$ cat config.mk
export PLATFORM = sky130hd
export DESIGN_NAME = clause_fetch_flat
export DESIGN_NICKNAME = d
export VERILOG_FILES = /design/src/rtl/clause_fetch_if.sv /design/src/rtl/clause_fetch.sv /design/src/flat_wrapper.sv
export SDC_FILE = /design/constraint.sdc
export NUM_CORES = 1
export LEC_CHECK = 0
export ABC_AREA = 1
export BUFFER_PORTS_ARGS = -buffer_cell sky130_fd_sc_hd__clkbuf_2
export CAP_MARGIN = 20
export CORE_MARGIN = 4
export CORE_UTILIZATION = 35
export DETAILED_ROUTE_END_ITERATION = 10
export GPL_TIMING_DRIVEN = 1
export PLACE_DENSITY = 0.7
export SLEW_MARGIN = 25
export SYNTH_ARGS = -nofsm -noshare
export SYNTH_HDL_FRONTEND = slang
export SYNTH_SLANG_ARGS = --single-unit
$ cat constraint.sdc
create_clock -name clk -period 1.8 [get_ports clk]
set_input_delay 0.18 -clock clk [delete_from_list [all_inputs] [get_ports clk]]
set_output_delay 0.18 -clock clk [all_outputs]
set_load 0.01 [all_outputs]
$ cat src/rtl/clause_fetch_if.sv
// clause_fetch_if: clause-memory read port plus the clause valid/ready stream.
interface clause_fetch_if #(
  parameter int DATA_W = 32,
  parameter int ADDR_W = 4
);
  logic [ADDR_W-1:0] data_mem_address;
  logic              data_mem_en;
  logic              data_mem_write;
  logic [DATA_W-1:0] data_mem_in;
  logic [DATA_W-1:0] data_mem_out;
  logic [DATA_W-1:0] clause_data;
  logic [ADDR_W-1:0] clause_idx;
  logic              clause_last;
  logic              clause_valid;
  logic              clause_ready;
  modport master (
    output data_mem_address, data_mem_en, data_mem_write, data_mem_in,
    output clause_data, clause_idx, clause_last, clause_valid,
    input  data_mem_out, clause_ready
  );
  modport slave (
    input  data_mem_address, data_mem_en, data_mem_write, data_mem_in,
    input  clause_data, clause_idx, clause_last, clause_valid,
    output data_mem_out, clause_ready
  );
endinterface

$ cat src/rtl/clause_fetch.sv
// clause_fetch: scans clause memory 0..DEPTH-1 and streams words out; CLAUSE_FETCH_SKIP_EMPTY_EN drops all-zero slots.
`ifndef INITIAL_DATA_SIZE
`define INITIAL_DATA_SIZE 32
`endif
`ifndef CLAUSE_NUM
`define CLAUSE_NUM 16
`endif
`ifndef CLAUSE_NUM_LOG
`define CLAUSE_NUM_LOG 4
`endif
module clause_fetch #(
  parameter int DATA_W = `INITIAL_DATA_SIZE,
  parameter int DEPTH  = `CLAUSE_NUM,
  parameter int ADDR_W = `CLAUSE_NUM_LOG
) (
  input  logic           clk,
  input  logic           rst,
  input  logic           start,
  input  logic           abort,
  clause_fetch_if.master bus,
  output logic           busy,
  output logic           done
);
  typedef enum logic {IDLE, SCAN} state_t;
  localparam logic [ADDR_W-1:0] last_idx = ADDR_W'(DEPTH - 1);
  state_t state_q, state_d;
  logic [ADDR_W-1:0] next_addr_q, next_addr_d, addr_q, addr_d, i0_q, i0_d, i1_q, i1_d;
  logic [DATA_W-1:0] d0_q, d0_d, d1_q, d1_d;
  logic [1:0] cnt_q, cnt_d, fill;
  logic all_issued_q, all_issued_d, inflight_q, done_q, done_d;
  logic scan, valid, issue, pop, push, keep, start_scan;

  always_ff @(posedge clk) state_q <= rst ? IDLE : state_d;

  always_comb state_d = state_q == IDLE ? (start && !abort ? SCAN : IDLE)
                                        : (abort || done_q ? IDLE : SCAN);

  always_comb begin
    scan = state_q == SCAN;
    valid = cnt_q != 2'd0;
    pop = valid && bus.clause_ready;
    // a new read may only go out if its word is guaranteed a FIFO slot on capture
    issue = scan && !abort && !all_issued_q &&
            ({1'b0, cnt_q} + {2'b0, inflight_q} < 3'd2 + {2'b0, pop});
    bus.data_mem_en = issue;
    bus.data_mem_address = issue ? next_addr_q : addr_q;
    bus.data_mem_write = 1'b0;
    bus.data_mem_in = '0;
    bus.clause_valid = valid;
    bus.clause_data = d0_q;
    bus.clause_idx = i0_q;
    bus.clause_last = valid && i0_q == last_idx;
    busy = scan;
    done = done_q;
  end

  always_comb begin
`ifdef CLAUSE_FETCH_SKIP_EMPTY_EN
    keep = bus.data_mem_out != '0;
`else
    keep = 1'b1;
`endif
    push = scan && !abort && inflight_q && keep;
    fill = cnt_q - {1'b0, pop};
    d0_d = pop ? d1_q : d0_q;
    i0_d = pop ? i1_q : i0_q;
    d1_d = d1_q;
    i1_d = i1_q;
    if (push && fill == 2'd0) begin
      d0_d = bus.data_mem_out;
      i0_d = addr_q;
    end
    if (push && fill != 2'd0) begin
      d1_d = bus.data_mem_out;
      i1_d = addr_q;
    end
    cnt_d = scan && abort ? 2'd0 : fill + {1'b0, push};
    start_scan = state_q == IDLE && start && !abort;
    next_addr_d = start_scan ? '0 : (issue && next_addr_q != last_idx ? next_addr_q + 1'b1 : next_addr_q);
    all_issued_d = start_scan ? 1'b0 : all_issued_q || (issue && next_addr_q == last_idx);
    addr_d = bus.data_mem_address;
    done_d = scan && !abort && !done_q && all_issued_q && !inflight_q && fill == 2'd0;
  end

  always_ff @(posedge clk) begin
    if (rst) begin
      next_addr_q  <= '0;
      addr_q       <= '0;
      all_issued_q <= 1'b0;
      inflight_q   <= 1'b0;
      cnt_q        <= 2'd0;
      d0_q         <= '0;
      d1_q         <= '0;
      i0_q         <= '0;
      i1_q         <= '0;
      done_q       <= 1'b0;
    end else begin
      next_addr_q  <= next_addr_d;
      addr_q       <= addr_d;
      all_issued_q <= all_issued_d;
      inflight_q   <= issue;
      cnt_q        <= cnt_d;
      d0_q         <= d0_d;
      d1_q         <= d1_d;
      i0_q         <= i0_d;
      i1_q         <= i1_d;
      done_q       <= done_d;
    end
  end
endmodule
$ cat src/flat_wrapper.sv
// flat-port wrapper written by rule: the top's interface ports become plain ports
module clause_fetch_flat 
#(
  parameter int DATA_W = `INITIAL_DATA_SIZE,
  parameter int DEPTH  = `CLAUSE_NUM,
  parameter int ADDR_W = `CLAUSE_NUM_LOG
)
  (clk, rst, start, abort, busy, done, bus_data_mem_address, bus_data_mem_en, bus_data_mem_write, bus_data_mem_in, bus_clause_data, bus_clause_idx, bus_clause_last, bus_clause_valid, bus_data_mem_out, bus_clause_ready);
  clause_fetch_if #(.DATA_W(DATA_W), .ADDR_W(ADDR_W)) bus_i ();
  input  logic clk;
  input  logic rst;
  input  logic start;
  input  logic abort;
  output logic busy;
  output logic done;
  output wire logic [$bits(bus_i.data_mem_address)-1:0] bus_data_mem_address;
  output wire logic [$bits(bus_i.data_mem_en)-1:0] bus_data_mem_en;
  output wire logic [$bits(bus_i.data_mem_write)-1:0] bus_data_mem_write;
  output wire logic [$bits(bus_i.data_mem_in)-1:0] bus_data_mem_in;
  output wire logic [$bits(bus_i.clause_data)-1:0] bus_clause_data;
  output wire logic [$bits(bus_i.clause_idx)-1:0] bus_clause_idx;
  output wire logic [$bits(bus_i.clause_last)-1:0] bus_clause_last;
  output wire logic [$bits(bus_i.clause_valid)-1:0] bus_clause_valid;
  input wire logic [$bits(bus_i.data_mem_out)-1:0] bus_data_mem_out;
  input wire logic [$bits(bus_i.clause_ready)-1:0] bus_clause_ready;
  assign bus_data_mem_address = bus_i.data_mem_address;
  assign bus_data_mem_en = bus_i.data_mem_en;
  assign bus_data_mem_write = bus_i.data_mem_write;
  assign bus_data_mem_in = bus_i.data_mem_in;
  assign bus_clause_data = bus_i.clause_data;
  assign bus_clause_idx = bus_i.clause_idx;
  assign bus_clause_last = bus_i.clause_last;
  assign bus_clause_valid = bus_i.clause_valid;
  assign bus_i.data_mem_out = bus_data_mem_out;
  assign bus_i.clause_ready = bus_clause_ready;
  clause_fetch #(.DATA_W(DATA_W), .DEPTH(DEPTH), .ADDR_W(ADDR_W)) u_core (.clk(clk), .rst(rst), .start(start), .abort(abort), .bus(bus_i), .busy(busy), .done(done));
endmodule
; ---- Yosys cells after proc, flatten, opt, wreduce, memory -nomap -nowiden
; Cells that the tools add are included.
[totals]
memories = 0
out_inout_bits = 78
mem_bits_ro = 0
reg_bits = 86
latchBits = 0
ramBits = 0
in_bits = 37
wordCells = 59
[op_classes]
muxes = 8
div = 0
order_cmp = 1
shifts = 0
eq_ne = 3
bitwise = 1
mul = 0
n_reduce_logical = 30
addsub = 5
[ops]
columns = cell, count
row1 = 32-bit 2-to-1 mux, 2
row2 = 1-bit logical AND, 18
row3 = 4-bit 2-to-1 mux, 3
row4 = 4-bit == test (second input constant), 2
row5 = 2-bit nonzero test, 3
row6 = 4-bit by 1-bit adder with 4-bit output (second input constant), 1
row7 = 1-bit logical NOT, 4
row8 = 4-bit inequality test (second input constant), 1
row9 = 2-bit OR reduction, 2
row10 = 2-bit by 1-bit adder with 3-bit output, 1
row11 = 2-bit by 1-bit adder with 3-bit output (first input constant), 1
row12 = 3-bit less-than comparator, 1
row13 = 1-bit 2-to-1 mux, 3
row14 = 2-bit by 1-bit adder with 2-bit output, 1
row15 = 2-bit logical NOT, 1
row16 = 1-bit logical OR, 2
row17 = 2-bit by 1-bit subtractor with 2-bit output, 1
row18 = 1-bit inverter, 1

; ---- Logic depth before layout (Yosys ltp)
[depth]
word_depth = 7
depth_mapped = 13
ltp_nobuf = 11

; ---- Worst setup path before layout
; OpenSTA, ideal clock, no wires.
[synth_timing]
kind = flip-flop to flip-flop
startpoint = register u_core.cnt_q[1]
endpoint = register u_core.d1_q[10]
setup_ns = 0.116
path_stages_with_launch = 14
period_less_slack_ns = 1.902
n_path_buf = 2
arrival_time_ns = 1.787
setup_slack_ns = -0.102
required_ns = 1.684
path_cell_list = dfxtp_1 inv_2 nand2_2 nand2_4 inv_2 buf_4 ha_1 xnor2_2 nand2_2 nand2_4 inv_4 buf_4 nor2_1 nor2_1
[synth_between]
elab_chain_cells = 5
[synth_lines]
columns = element, line
row1 = from (decl), clause_fetch.sv:29  ; logic [1:0] cnt_q, cnt_d, fill;
row2 = from (signal assigned), clause_fetch.sv:102  ; cnt_q <= cnt_d;
row3 = 2-bit nonzero test, clause_fetch.sv:40  ; valid = cnt_q != 2'd0;
row4 = net bus_clause_valid, flat_wrapper.sv:23  ; output wire logic [$bits(bus_i.clause_valid)-1:0] bus_clause_valid;
row5 = 1-bit logical AND, clause_fetch.sv:41  ; pop = valid && bus.clause_ready;
row6 = 2-bit by 1-bit subtractor with 2-bit output, clause_fetch.sv:64  ; fill = cnt_q - {1'b0, pop};
row7 = 2-bit nonzero test, clause_fetch.sv:73  ; if (push && fill != 2'd0) begin
row8 = 1-bit logical AND, clause_fetch.sv:73
row9 = to (signal assigned), clause_fetch.sv:93  ; d1_q <= '0;
row10 = to (signal assigned), clause_fetch.sv:104  ; d1_q <= d1_d;
row11 = to (decl), clause_fetch.sv:28  ; logic [DATA_W-1:0] d0_q, d0_d, d1_q, d1_d;
; The timed path passes the listed nets, and every way through them passes these cells.
; A chain may end at the register's enable or synchronous reset.

; ---- Final worst setup path
[layout_timing]
startpoint = register u_core.cnt_q[0]
endpoint = output port bus_data_mem_address[3]
[layout_between]
elab_chain_cells = 6
elab_cells_between_ends = 7
classes_between = 2 x add/sub / 1 x order compare / 1 x mux / 3 x reduce/logical
[layout_lines]
columns = element, line
row1 = 2-bit nonzero test, clause_fetch.sv:40
row2 = 1-bit logical AND, clause_fetch.sv:41
row3 = 2-bit by 1-bit adder with 3-bit output, clause_fetch.sv:44  ; ({1'b0, cnt_q} + {2'b0, inflight_q} < 3'd2 + {2'b0, pop});
row4 = 3-bit less-than comparator *, clause_fetch.sv:44
row5 = 1-bit logical AND *, clause_fetch.sv:43  ; issue = scan && !abort && !all_issued_q &&
row6 = 4-bit 2-to-1 mux *, clause_fetch.sv:46  ; bus.data_mem_address = issue ? next_addr_q : addr_q;
row7 = to (decl), flat_wrapper.sv:16  ; output wire logic [$bits(bus_i.data_mem_address)-1:0] bus_data_mem_address;
; Mark *: on every way between the ends. The rest lies on a longest branch, timed or not.

==> key figures <==
Run status
  • Status: finished with violations
  • Failing checks: setup timing

Synthesis
  • Number of synthesized flops with an enable pin: 0
  • Leading area contributor after synthesis: dfxtp_1
  • Avg Cell Area, Syn: just under 7 um2
  • Post-synth ARST share: 0
  • Ys flop type: dfxtp_1
  • Share of the synthesized area in the top cell type: 0.439
  • Mapped Area: ~3900 um2
  • Sequential element share of the synthesized area: 0.439
  • Post-Syn Instances: 566
  • Synth unique cells: 27
  • Synth cell count leaders: nor2_1, nand2_1, dfxtp_1
  • Most numerous cell in the Yosys netlist: nor2_1
  • Yosys warns: 0
  • Area contributors post-synth: dfxtp_1, nor2_1, nand2_1
  • Yosys reg bits: 86

Global routing
  • Gr ovfl total: 0
  • Initial antenna violation count: 0
  • First-pass GRT wire length: around 15,000 um
  • GRT Overall Usage: 0.147
  • Largest net degree at the start of global routing: 39
  • Vias in the first global route: 3,040

Placed design
  • Post-Place Cell Area: 4360 um2
  • Post-DP HPWL: about 6000 um
  • Buffers on Ports: 81
  • Routability congestion estimate: just under 0.8

Layout
  • Layout cells sized above 1: 0.269
  • P&R area growth vs syn: 26.7%
  • # fillers: 1,143
  • Finished Core Util: 0.456
  • Inserted Diodes: 0
  • Design area: 4970 um2
  • Nets: a little under 700

STA
  • Final Cycle Share: 1.10
  • Fin crit period: between 1.5 and 2 ns
  • Endpoints failing hold: 0
  • Setup violators final: 5
  • Final Max Slew Viols: 0
  • RSZ-0062 raised after global routing: true
  • Setup_tns: -0.800 ns
  • Worst Slack Setup Final: -0.179 ns
  • Fin Clk Skew: between 0.007 and 0.008 ns
  • Fmax: ~0.5 GHz

Clocking
  • CTS H-Tree Depth: 3
  • Hold buffers post-CTS: 0
  • Root Driver: clkbuf_8
  • Sinks on the clock net: 86
  • Clk slew on worst S/H paths: 0.09 ns
  • Num CTS Buffers: 9
  • CTS Buffer Depth: 2
  • TritonCTS clock tree: done
  • Clk_lat worst skew: 0.36 ns

Detailed routing
  • Post-DRT Antenna Nets: 0
  • WL/cell: 12.4 um
  • Post-Route WL: 9830 um
  • Post-route DRC violation count: 0
  • Via count: 3,562
  • Via density: 4.48
  • 1st-pass router iterations: 4
  • Initial drt markers: 219

Floorplan
  • Die height: 114 um
  • IO Pins: 115
  • FP Rows: 38
  • Die footprint: about 13,000 um2
  • DIE WIDTH: between 100 and 150 um
  • Initial Utilization: 0.360
  • Core area: 10,900 um2

Critical path
  • Critical Path Stages: 8
  • Worst Path Buf+Inv: 2
  • CP cell instances: ha_4, ha_4, or2_4, nor2_4, nand2_4, o21ai_2, inv_1, clkbuf_2
  • Setup CP Type: flip-flop to primary output
  • R2R cell count: 12
  • Top cell family by delay on the critical path: simple AND/OR/NAND/NOR gates
  • Crit-path max FO: 5
  • Slowest CP cell: dfxtp_2
  • Cell mode on critical path: ha_4
  • Startpoint Class: flip-flop
  • Worst endpoint required time: 1.62 ns
  • Slowest stage delay, CP: 0.35 ns
  • Crit path arrival time: 1.80 ns
  • Crit. End Element: primary output

Power and ir drop
  • Lkg Pwr: about 0.0024 uW
  • Peak supply drop: approximately 560 uV
  • Power Dens Cells: roughly 790 nW/um2

Min path
  • Hold Crit Class: input pin to flip-flop
  • WHS Path Cells: 3

Job
  • Max_cap viols: 0
## what timing repair did
item                                    CTS  global route
endpoints found under the setup margin    9            76
setup buffers                             5             2
gates resized for setup                  17            73
pin swaps                                 7            40
gates cloned                              2             4
## final cells by class
type,count,area [um2],area share
Clock buffer,11,151,0.0305
Clock inverter,5,81.3,0.0164
Inverter,26,118,0.0237
Multi-Input combinational cell,425,2030,0.408
Sequential cell,86,1730,0.347
Tap cell,140,175,0.0352
Timing Repair Buffer,102,691,0.139
## layer usage
| metal | vias up | share of wire | routed length, um | global-route usage |
|---|---|---|---|---|
| met2 | 87 | 0.48 | 4720 | 0.244 |
| met5 | - | 0 | 0 | 0 |
| met4 | 0 | 0.012 | 114 | 0.0451 |
| li1 | 1868 | - | - | - |
| met3 | 8 | 0.058 | 567 | 0.0408 |
| met1 | 1599 | 0.45 | 4430 | 0.186 |
## layout by cell type (no fill, tap or decap), types with 5 or more instances in the layout
master / n
nor2_1: 150
nand2_1: 121
dfxtp_1: 83
clkbuf_2: 80
nand3_1: 41
conb_1: 33
o21ai_2: 24
inv_1: 19
o21ai_1: 13
clkbuf_8: 11
buf_4: 11
a21oi_1: 6
nor2_2: 5
## flip-flops by register name (all words and copies together) (netlist names)
register	flops
u_core.bus.clause_data	32
u_core.cnt_q	2
u_core.all_issued_q	1
u_core.addr_q	4
u_core.done	1
u_core.busy	1
u_core.i1_q	4
u_core.d1_q	32
u_core.bus.clause_idx	4
u_core.inflight_q	1
u_core.next_addr_q	4
## worst register-to-register path: stages, from the launching register on
cell and delay (ns):
dfxtp_2 0.35, buf_4 0.14, inv_4 0.06, nand2_4 0.06, nand2_4 0.07, inv_4 0.04, ha_4 0.16, xnor2_4 0.23
nand2_4 0.10, nand2_8 0.16, clkbuf_16 0.20, o21ai_1 0.06, nor2_1 0.11
## stage by stage
step,power [uW],hold slack [ns],setup WS (ns),std cells
floorplan,2260,0.315,0.0194,598
global placement,2310,0.422,0.0183,766
detailed placement,2320,0.423,-0.0200,766
CTS,3920,0.0299,-0.226,789
global route,4110,0.0514,-0.274,795
finish,3930,0.0563,-0.179,795
## where the power goes
part / internal (uW) / switching (uW)
clock: 858 / 716
combinational: 153 / 267
sequential: 1920 / 17.2
total: 2930 / 1000
## logic make-up after synthesis
group,share of synthesized area
simple gates,0.354
buf+inv,0.126
flops,0.439
compound gates,0.0600
fa+ha+maj,0.0159
xor+xnor,0.00415
other cells,0.000956
## path summary, 6_finish.rpt
kind	start	endpoint	slack (ns)
setup reg to reg	u_core.cnt_q[0]$_SDFF_PP0_	u_core.d1_q[15]$_SDFFE_PP0P_	0.01
setup / recovery	u_core.cnt_q[0]$_SDFF_PP0_	bus_data_mem_address[3]	-0.18
hold reg to reg	u_core.d1_q[10]$_SDFFE_PP0P_	u_core.d1_q[10]$_SDFFE_PP0P_	0.47
hold / removal	bus_data_mem_out[23]	u_core.bus.clause_data[23]$_SDFFE_PP0P_	0.06
Power figures use the tool's default switching activity.
